==> src/rtl/memguard_dispatcher.sv <==
// memguard_dispatcher: pops the MemGuard-selected FWFT queue and forwards one transaction at a time.
// Optional per-queue saturating served counters are built when DISPATCH_STATS_EN is defined.
module memguard_dispatcher #(
    parameter int NUMBER_OF_QUEUES = 4,
    parameter int DATA_WIDTH       = 64,
    parameter int COUNTER_SIZE     = 16
) (
    input  logic                                   clock,
    input  logic                                   reset,
    input  logic                                   sched_valid,
    input  logic [$clog2(NUMBER_OF_QUEUES)-1:0]    sched_selection,
    input  logic [NUMBER_OF_QUEUES*DATA_WIDTH-1:0] q_data,
    input  logic [NUMBER_OF_QUEUES-1:0]            q_empty,
    output logic [NUMBER_OF_QUEUES-1:0]            q_pop,
    output logic                                   update,
    output logic                                   m_valid,
    input  logic                                   m_ready,
    output logic [DATA_WIDTH-1:0]                  m_data,
    output logic [$clog2(NUMBER_OF_QUEUES)-1:0]    m_qid
`ifdef DISPATCH_STATS_EN
    ,
    output logic [NUMBER_OF_QUEUES*COUNTER_SIZE-1:0] served_count
`endif
);
    localparam int QW = $clog2(NUMBER_OF_QUEUES);
    localparam logic [1:0] IDLE  = 2'd0;
    localparam logic [1:0] GRANT = 2'd1;
    localparam logic [1:0] SEND  = 2'd2;

    logic [1:0]            state_q, state_d;
    logic [QW-1:0]         cur_q_q, cur_q_d;
    logic [QW-1:0]         m_qid_q, m_qid_d;
    logic [DATA_WIDTH-1:0] m_data_q, m_data_d;
    logic                  update_q, update_d;
    logic [DATA_WIDTH-1:0] q_word [NUMBER_OF_QUEUES];
    logic                  sel_ok, head_ok, handshake;

    for (genvar g = 0; g < NUMBER_OF_QUEUES; g++) begin : g_word
        assign q_word[g] = q_data[g*DATA_WIDTH +: DATA_WIDTH];
    end

    assign sel_ok    = sched_valid && (32'(sched_selection) < NUMBER_OF_QUEUES) && !q_empty[sched_selection];
    // The head is re-checked in GRANT; an emptied queue aborts the grant without a pop.
    assign head_ok   = (state_q == GRANT) && !q_empty[cur_q_q];
    assign handshake = m_valid && m_ready;

    always_comb begin
        state_d  = state_q;
        cur_q_d  = cur_q_q;
        m_data_d = m_data_q;
        m_qid_d  = m_qid_q;
        case (state_q)
            IDLE: begin
                if (sel_ok) begin
                    state_d = GRANT;
                    cur_q_d = sched_selection;
                end
            end
            GRANT: begin
                state_d = head_ok ? SEND : IDLE;
                if (head_ok) begin
                    m_data_d = q_word[cur_q_q];
                    m_qid_d  = cur_q_q;
                end
            end
            SEND: begin
                if (m_ready)
                    state_d = IDLE;
            end
            default: state_d = IDLE;
        endcase
        update_d = (state_d == GRANT);
    end

    always_ff @(posedge clock or posedge reset) begin
        if (reset) begin
            state_q  <= IDLE;
            cur_q_q  <= '0;
            m_data_q <= '0;
            m_qid_q  <= '0;
            update_q <= 1'b0;
        end else begin
            state_q  <= state_d;
            cur_q_q  <= cur_q_d;
            m_data_q <= m_data_d;
            m_qid_q  <= m_qid_d;
            update_q <= update_d;
        end
    end

    assign update  = update_q;
    assign m_valid = (state_q == SEND);
    assign m_data  = m_data_q;
    assign m_qid   = m_qid_q;
    assign q_pop   = head_ok ? (NUMBER_OF_QUEUES'(1) << cur_q_q) : '0;

`ifdef DISPATCH_STATS_EN
    logic [COUNTER_SIZE-1:0] cnt_q [NUMBER_OF_QUEUES];
    logic [COUNTER_SIZE-1:0] cnt_d [NUMBER_OF_QUEUES];

    always_comb begin
        for (int i = 0; i < NUMBER_OF_QUEUES; i++) begin
            cnt_d[i] = cnt_q[i];
            if (handshake && m_qid_q == QW'(i) && cnt_q[i] != '1)
                cnt_d[i] = cnt_q[i] + 1'b1;
        end
    end

    always_ff @(posedge clock or posedge reset) begin
        if (reset) begin
            for (int i = 0; i < NUMBER_OF_QUEUES; i++)
                cnt_q[i] <= '0;
        end else begin
            for (int i = 0; i < NUMBER_OF_QUEUES; i++)
                cnt_q[i] <= cnt_d[i];
        end
    end

    for (genvar g = 0; g < NUMBER_OF_QUEUES; g++) begin : g_cnt
        assign served_count[g*COUNTER_SIZE +: COUNTER_SIZE] = cnt_q[g];
    end
`else
    logic unused_handshake;
    assign unused_handshake = handshake;
`endif

endmodule

==> config.mk <==
export PLATFORM = sky130hd
export DESIGN_NAME = memguard_dispatcher
export DESIGN_NICKNAME = d
export VERILOG_FILES = /design/src/rtl/memguard_dispatcher.sv
export SDC_FILE = /design/constraint.sdc
export NUM_CORES = 1
export LEC_CHECK = 0
export ABC_CLOCK_PERIOD_IN_PS = 4100
export BUFFER_PORTS_ARGS = -buffer_cell sky130_fd_sc_hd__buf_4
export CAP_MARGIN = 15
export CORE_AREA = 4 4 131 133
export DETAILED_ROUTE_END_ITERATION = 10
export DIE_AREA = 0 0 135 137
export PLACE_DENSITY = 0.6
export SYNTH_ARGS = -nofsm -noshare
export SYNTH_HDL_FRONTEND = slang
export SYNTH_SLANG_ARGS = --single-unit
==> constraint.sdc <==
create_clock -name clock -period 4.1 [get_ports clock]
set_clock_uncertainty 0.15 [all_clocks]
set_input_delay 0.615 -clock clock [delete_from_list [all_inputs] [get_ports clock]]
set_output_delay 0.615 -clock clock [all_outputs]
set_load 0.005 [all_outputs]
== Yosys cells after proc, flatten, opt, wreduce, memory -nomap -nowiden ==
Cells that the tools add are included.
Widths: inputs -> output; s select.

* Add/sub/neg operators: 0
* Shift operators: 1
* Multipliers: 0
* Div/mod/pow operators: 0
* Equality and inequality tests: 3
* Order comparisons: 3
* Bitwise gates (word level): 1
* Reduce and logical (&&, ||, !) cells: 7
* Mux-type cells: 12

{| class="wikitable"
|+ Operators with widths
! cell !! count
|-
| $bmux 64 s2 || 1
|-
| $mux 64 || 2
|-
| $lt 2x3->1 const B || 2
|-
| $mux 2 || 3
|-
| $pmux 2 s3 || 1
|-
| $bmux 1 s2 || 2
|-
| $eq 2x1->1 const B || 2
|-
| $mux 4 || 1
|-
| $reduce_and 2->1 || 2
|-
| $shl 1x2->4 const A || 1
|-
| $ge 3x3->1 const B || 1
|-
| $not 2->3 || 1
|-
| $eq 2x2->1 const B || 1
|-
| $logic_and 1x1->1 || 2
|-
| $logic_not 1->1 || 2
|-
| $logic_not 2->1 || 1
|-
| $mux 1 || 2
|}

* Memory bits (writable): 0
* Memories: 0
* Output and inout bits: 72
* Logic and storage cells: 32
* ROM bits: 0
* Input port bits: 266
* Bits in registers: 71
* Latch bits: 0

== Depth between registers and ports, before layout ==
* Depth after elaboration: 7
* Depth in mapped cells: 7
* Gate-level depth less buffers: 4

== Worst setup path before layout ==
OpenSTA, ideal clock, no wires.

* Path kind: in2reg
* From: input sched_valid
* To: register cur_q_q[0]
* Path buffers: 0
* Arrival time: 1.704 ns
* Setup time: 0.125 ns
* Stages: 4
* Setup slack: 2.121 ns
* Required time: 3.825 ns
* Cells stage by stage: nor3b_1 > nor3b_1 > a31o_2 > mux2_2

* Longest elaborated chain between the ends: 2

{| class="wikitable"
|+ Ends and longest elaborated chain
! what !! RTL line !! source
|-
| start: declaration || 10 || <nowiki>input logic sched_valid,</nowiki>
|-
| $logic_and 1x1->1 || 42 || <nowiki>assign sel_ok = sched_valid && (32'(sched_selection) < NUMBER_OF_QUEUES) && !q_empty[sched_selection];</nowiki>
|-
| $reduce_and 2->1 (no source line) || -- ||
|-
| end signal: assignment || 84 || <nowiki>cur_q_q <= cur_q_d;</nowiki>
|-
| end: declaration || 31 || <nowiki>logic [QW-1:0] cur_q_q, cur_q_d;</nowiki>
|}

No other way between the ends.
A chain may end at the register's enable or synchronous reset.

== Worst setup path in the final report ==
* From: register cur_q_q[1]
* To: register m_data_q[8], in the netlist m_data[8]

* Longest elaborated chain between the ends: 5
* Elaborated cells between the ends (all ways): 9
* Classes of those cells: mux (5); bitwise (1); reduce/logical (3)

{| class="wikitable"
|+ Ends and longest elaborated chain
! what !! RTL line !! source
|-
| $bmux 1 s2 || 44 || <nowiki>assign head_ok = (state_q == GRANT) && !q_empty[cur_q_q];</nowiki>
|-
| $mux 1 (not written as such) || 44 ||
|-
| $logic_not 1->1 || 44 ||
|-
| $logic_and 1x1->1 || 44 ||
|-
| $reduce_and 2->1 (no source line) || -- ||
|-
| end signal: assignment || 85 || <nowiki>m_data_q <= m_data_d;</nowiki>
|-
| end: declaration || 33 || <nowiki>logic [DATA_WIDTH-1:0] m_data_q, m_data_d;</nowiki>
|}

Parallel ways exist; a longest one is shown, timed or not. The select of a mux whose other input is x is not followed.

==> summary.txt <==
STA
  • Count of pins over their slew limit: 0
  • Final period utilization: 67.8%
  • Final worst slack: 1.32 ns
  • Worst-margin pin slew: roughly 0.98 ns
  • Fin. Hold Viols: 0
  • Setup violations, final: 0
  • Post-layout min period: 2.78 ns
  • Total Neg Setup Slack: 0 ns
  • RSZ-0062 raised after global routing: no
  • Slew HR: around a third
  • Max Clock Freq: roughly 360 MHz

Worst setup path
  • Slowest CP cell: dfrtp_4
  • Crit Path Category: reg -> reg
  • Reg2Reg Depth: 4
  • R2R setup slack: 1.32 ns
  • RR Endpoint: m_data[8]
  • CP required: ~4.2 ns
  • Worst-path maximum fanout: 74
  • CP top delay family: flip-flops
  • Crit path cell chain: a211oi_1 > nor2_4 > buf_4 > mux2_2
  • WP buf/inv: 1
  • Data arrival time of the worst path: 2.84 ns
  • CP startpoint kind: register
  • CP peak stage delay: 1.07 ns
  • Launching point of the worst reg2reg path: cur_q_q[1]
  • Critical path capture point type: register

Routing
  • Antenna viol nets, final: 0
  • Vias: about 3800
  • DRC viols: 0
  • DR pass1 iterations: 4
  • DR WL/cell: 20.0 µm
  • Final wirelength: 15.9 mm
  • DR iter-0 viols: 113
  • DR vias/cell: 4.72

Placement
  • Pre-CTS setup slack: 1.31 ns
  • RePlAce Congestion: 0.801
  • IO Port Bufs: 337
  • Detailed Place HPWL: roughly 13 mm

Global route
  • Initial antenna violation count: 0
  • First-pass GRT wire length: 24.0 mm
  • Number of global-route vias before repair: 4338
  • Overall global routing resource usage: ~17%
  • GRT Residual Overflow: 0
  • Largest net degree at the start of global routing: 75

Logic synthesis
  • Post-synthesis net count: 514
  • Synth cell count leaders: dfrtp_1, mux4_2, mux2_4
  • EDFF count, synth: 0
  • Asr flop ratio synth: 100%
  • Syn Std Cell Area: 4410 µm²
  • Synth Area per Inst: 17.8 µm²
  • Register area share after synthesis: 40.3%
  • #FFs+latches synth: 71
  • Yosys top cell area share: 40.3%
  • Synth Flop Type: dfrtp_1
  • Synth warn: 0
  • Cell taking the most area after synthesis: dfrtp_1
  • Mapped Cells: 248
  • Count leader, synth: dfrtp_1
  • Synth area leaders: dfrtp_1, mux4_2, mux2_4
  • Post-synth cell types: 22

Clocking
  • Post-CTS Repair Setup Buffers: 0
  • Insertion delay to the later sink of the worst-skew pair: 0.33 ns
  • CTS tree: built
  • # clock sinks: 71
  • Number of CTS-inserted buffers: 9
  • Clock buffer depth: 2
  • Root buffer cell: clkbuf_16
  • CTS H-Tree Depth: 3
  • Reg clk slew, reported paths: 0.06 ns
  • Cts hold-fix bufs: 0
  • Post-CTS Resized: 0

Final layout
  • Fraction of layout cells with a size suffix above 1: about 84%
  • Number of diodes: 0
  • Layout fillers: 1474
  • Layout area overhead: 67.1%
  • Nets: 844

Power
  • Max IR drop VDD: about 0.00045 V
  • Sequential power share: 33.4%
  • Internal: 3.09 mW
  • Clock power share: around 15%
  • NetSw: 1.36 mW
  • Gate power share: 51.5%
  • Sw Share: between 30 and 40%
  • Leakage: 3.57 nW
  • Pwr Total: around 4.4 mW
  • PD cells: 603 nW/µm²

Floorplanning
  • Ports: approximately 340
  • Number of cell rows: 46
  • Core area: 15800 µm²
  • Chip Height: roughly 140 µm
  • Die Area: between 15000 and 20000 µm²
  • Initial core utilization: around 28%
  • Die extent in x: between 100 and 150 µm

Run
  • Max_cap viols: 0

Worst hold path
  • HP Class: in -> async

Outcome
  • Status: complete, no violations
==> area by class of cell <==
class	count	area (µm²)	area share [%]
Sequential cell	71	1780	24.2
Clock inverter	2	10.0	0.136
Timing Repair Buffer	341	2560	34.7
Clock buffer	12	236	3.21
Inverter	3	12.5	0.170
Tap cell	216	270	3.67
Multi-Input combinational cell	152	2500	33.9
==> worst max path at each step <==
stage	start	endpoint	slack, ns	depth (start not counted)
5_1_grt	cur_q_q[1]	m_data[8]	1.15	4
3_3_place_gp	cur_q_q[1]	m_data[7]	1.39	4
6_report	cur_q_q[1]	m_data[8]	1.32	4
2_1_floorplan	reset	cur_q_q[0]	1.54	1
4_1_cts	cur_q_q[1]	m_data[8]	1.30	4
3_5_place_dp	cur_q_q[1]	m_data[8]	1.31	4
==> placed cells by master (no fill, tap or decap), types with 2 or more instances in the layout <==
cell       count
buf_4        341
nor3b_1        4
clkbuf_1       3
nor2b_1        2
clkinv_2       3
mux4_2        64
dfrtp_4        2
inv_1          2
dfrtp_1       69
mux2_4        39
nor3_1         2
mux2_2        28
clkbuf_16      9
a31o_2         2
==> worst reg2reg max path, stage by stage, from the launching register on <==
cell and delay, ns:
dfrtp_4 1.07, a211oi_1 0.31, nor2_4 0.15, buf_4 0.55
mux2_2 0.44
==> routing by layer <==
| layer | up-vias | wire length [µm] | track usage (%) | share of wire, % |
|---|---|---|---|---|
| met3 | 28 | 1160 | 4.23 | 7.3 |
| met1 | 1883 | 5830 | 19.6 | 37 |
| li1 | 1670 | - | - | - |
| met5 | - | 0 | 0 | 0 |
| met4 | 0 | 435 | 7.22 | 2.7 |
| met2 | 182 | 8510 | 29.9 | 53 |
==> power by group through the flow <==
stage | registers [mW] | clock network (mW) | logic (mW)
detailed placement | 1.50 | 0 | 2.34
finish | 1.49 | 0.669 | 2.29
floorplan | 1.26 | 0 | 1.57
global placement | 1.49 | 0 | 2.30
CTS | 1.50 | 0.704 | 2.34
global route | 1.55 | 0.738 | 2.46
==> state kept, by name, summed over array words and instances, names as in the netlist <==
register and flops:
cur_q_q 2, m_data 64, m_qid 2, state_q 2
update 1
==> cell families after synthesis <==
| family | synth area share, % |
|---|---|
| and+or+nand+nor | 1.87 |
| buffers and inverters | 3.23 |
| DFF | 40.3 |
| muxes | 53.3 |
| AOI/OAI and AO/OA | 1.28 |
==> stage by stage <==
step | hold slack [ns] | util (%) | cells | area (µm²)
after detailed placement | 0.345 | 45.0 | 783 | 7130
after CTS | 0.210 | 46.6 | 797 | 7370
after global placement | 0.341 | 45.0 | 783 | 7130
after global routing | 0.253 | 46.6 | 797 | 7370
after floorplan | 0.354 | - | 248 | 4410
final | 0.198 | 46.6 | 797 | 7370
(Power assumes the default switching activity.)
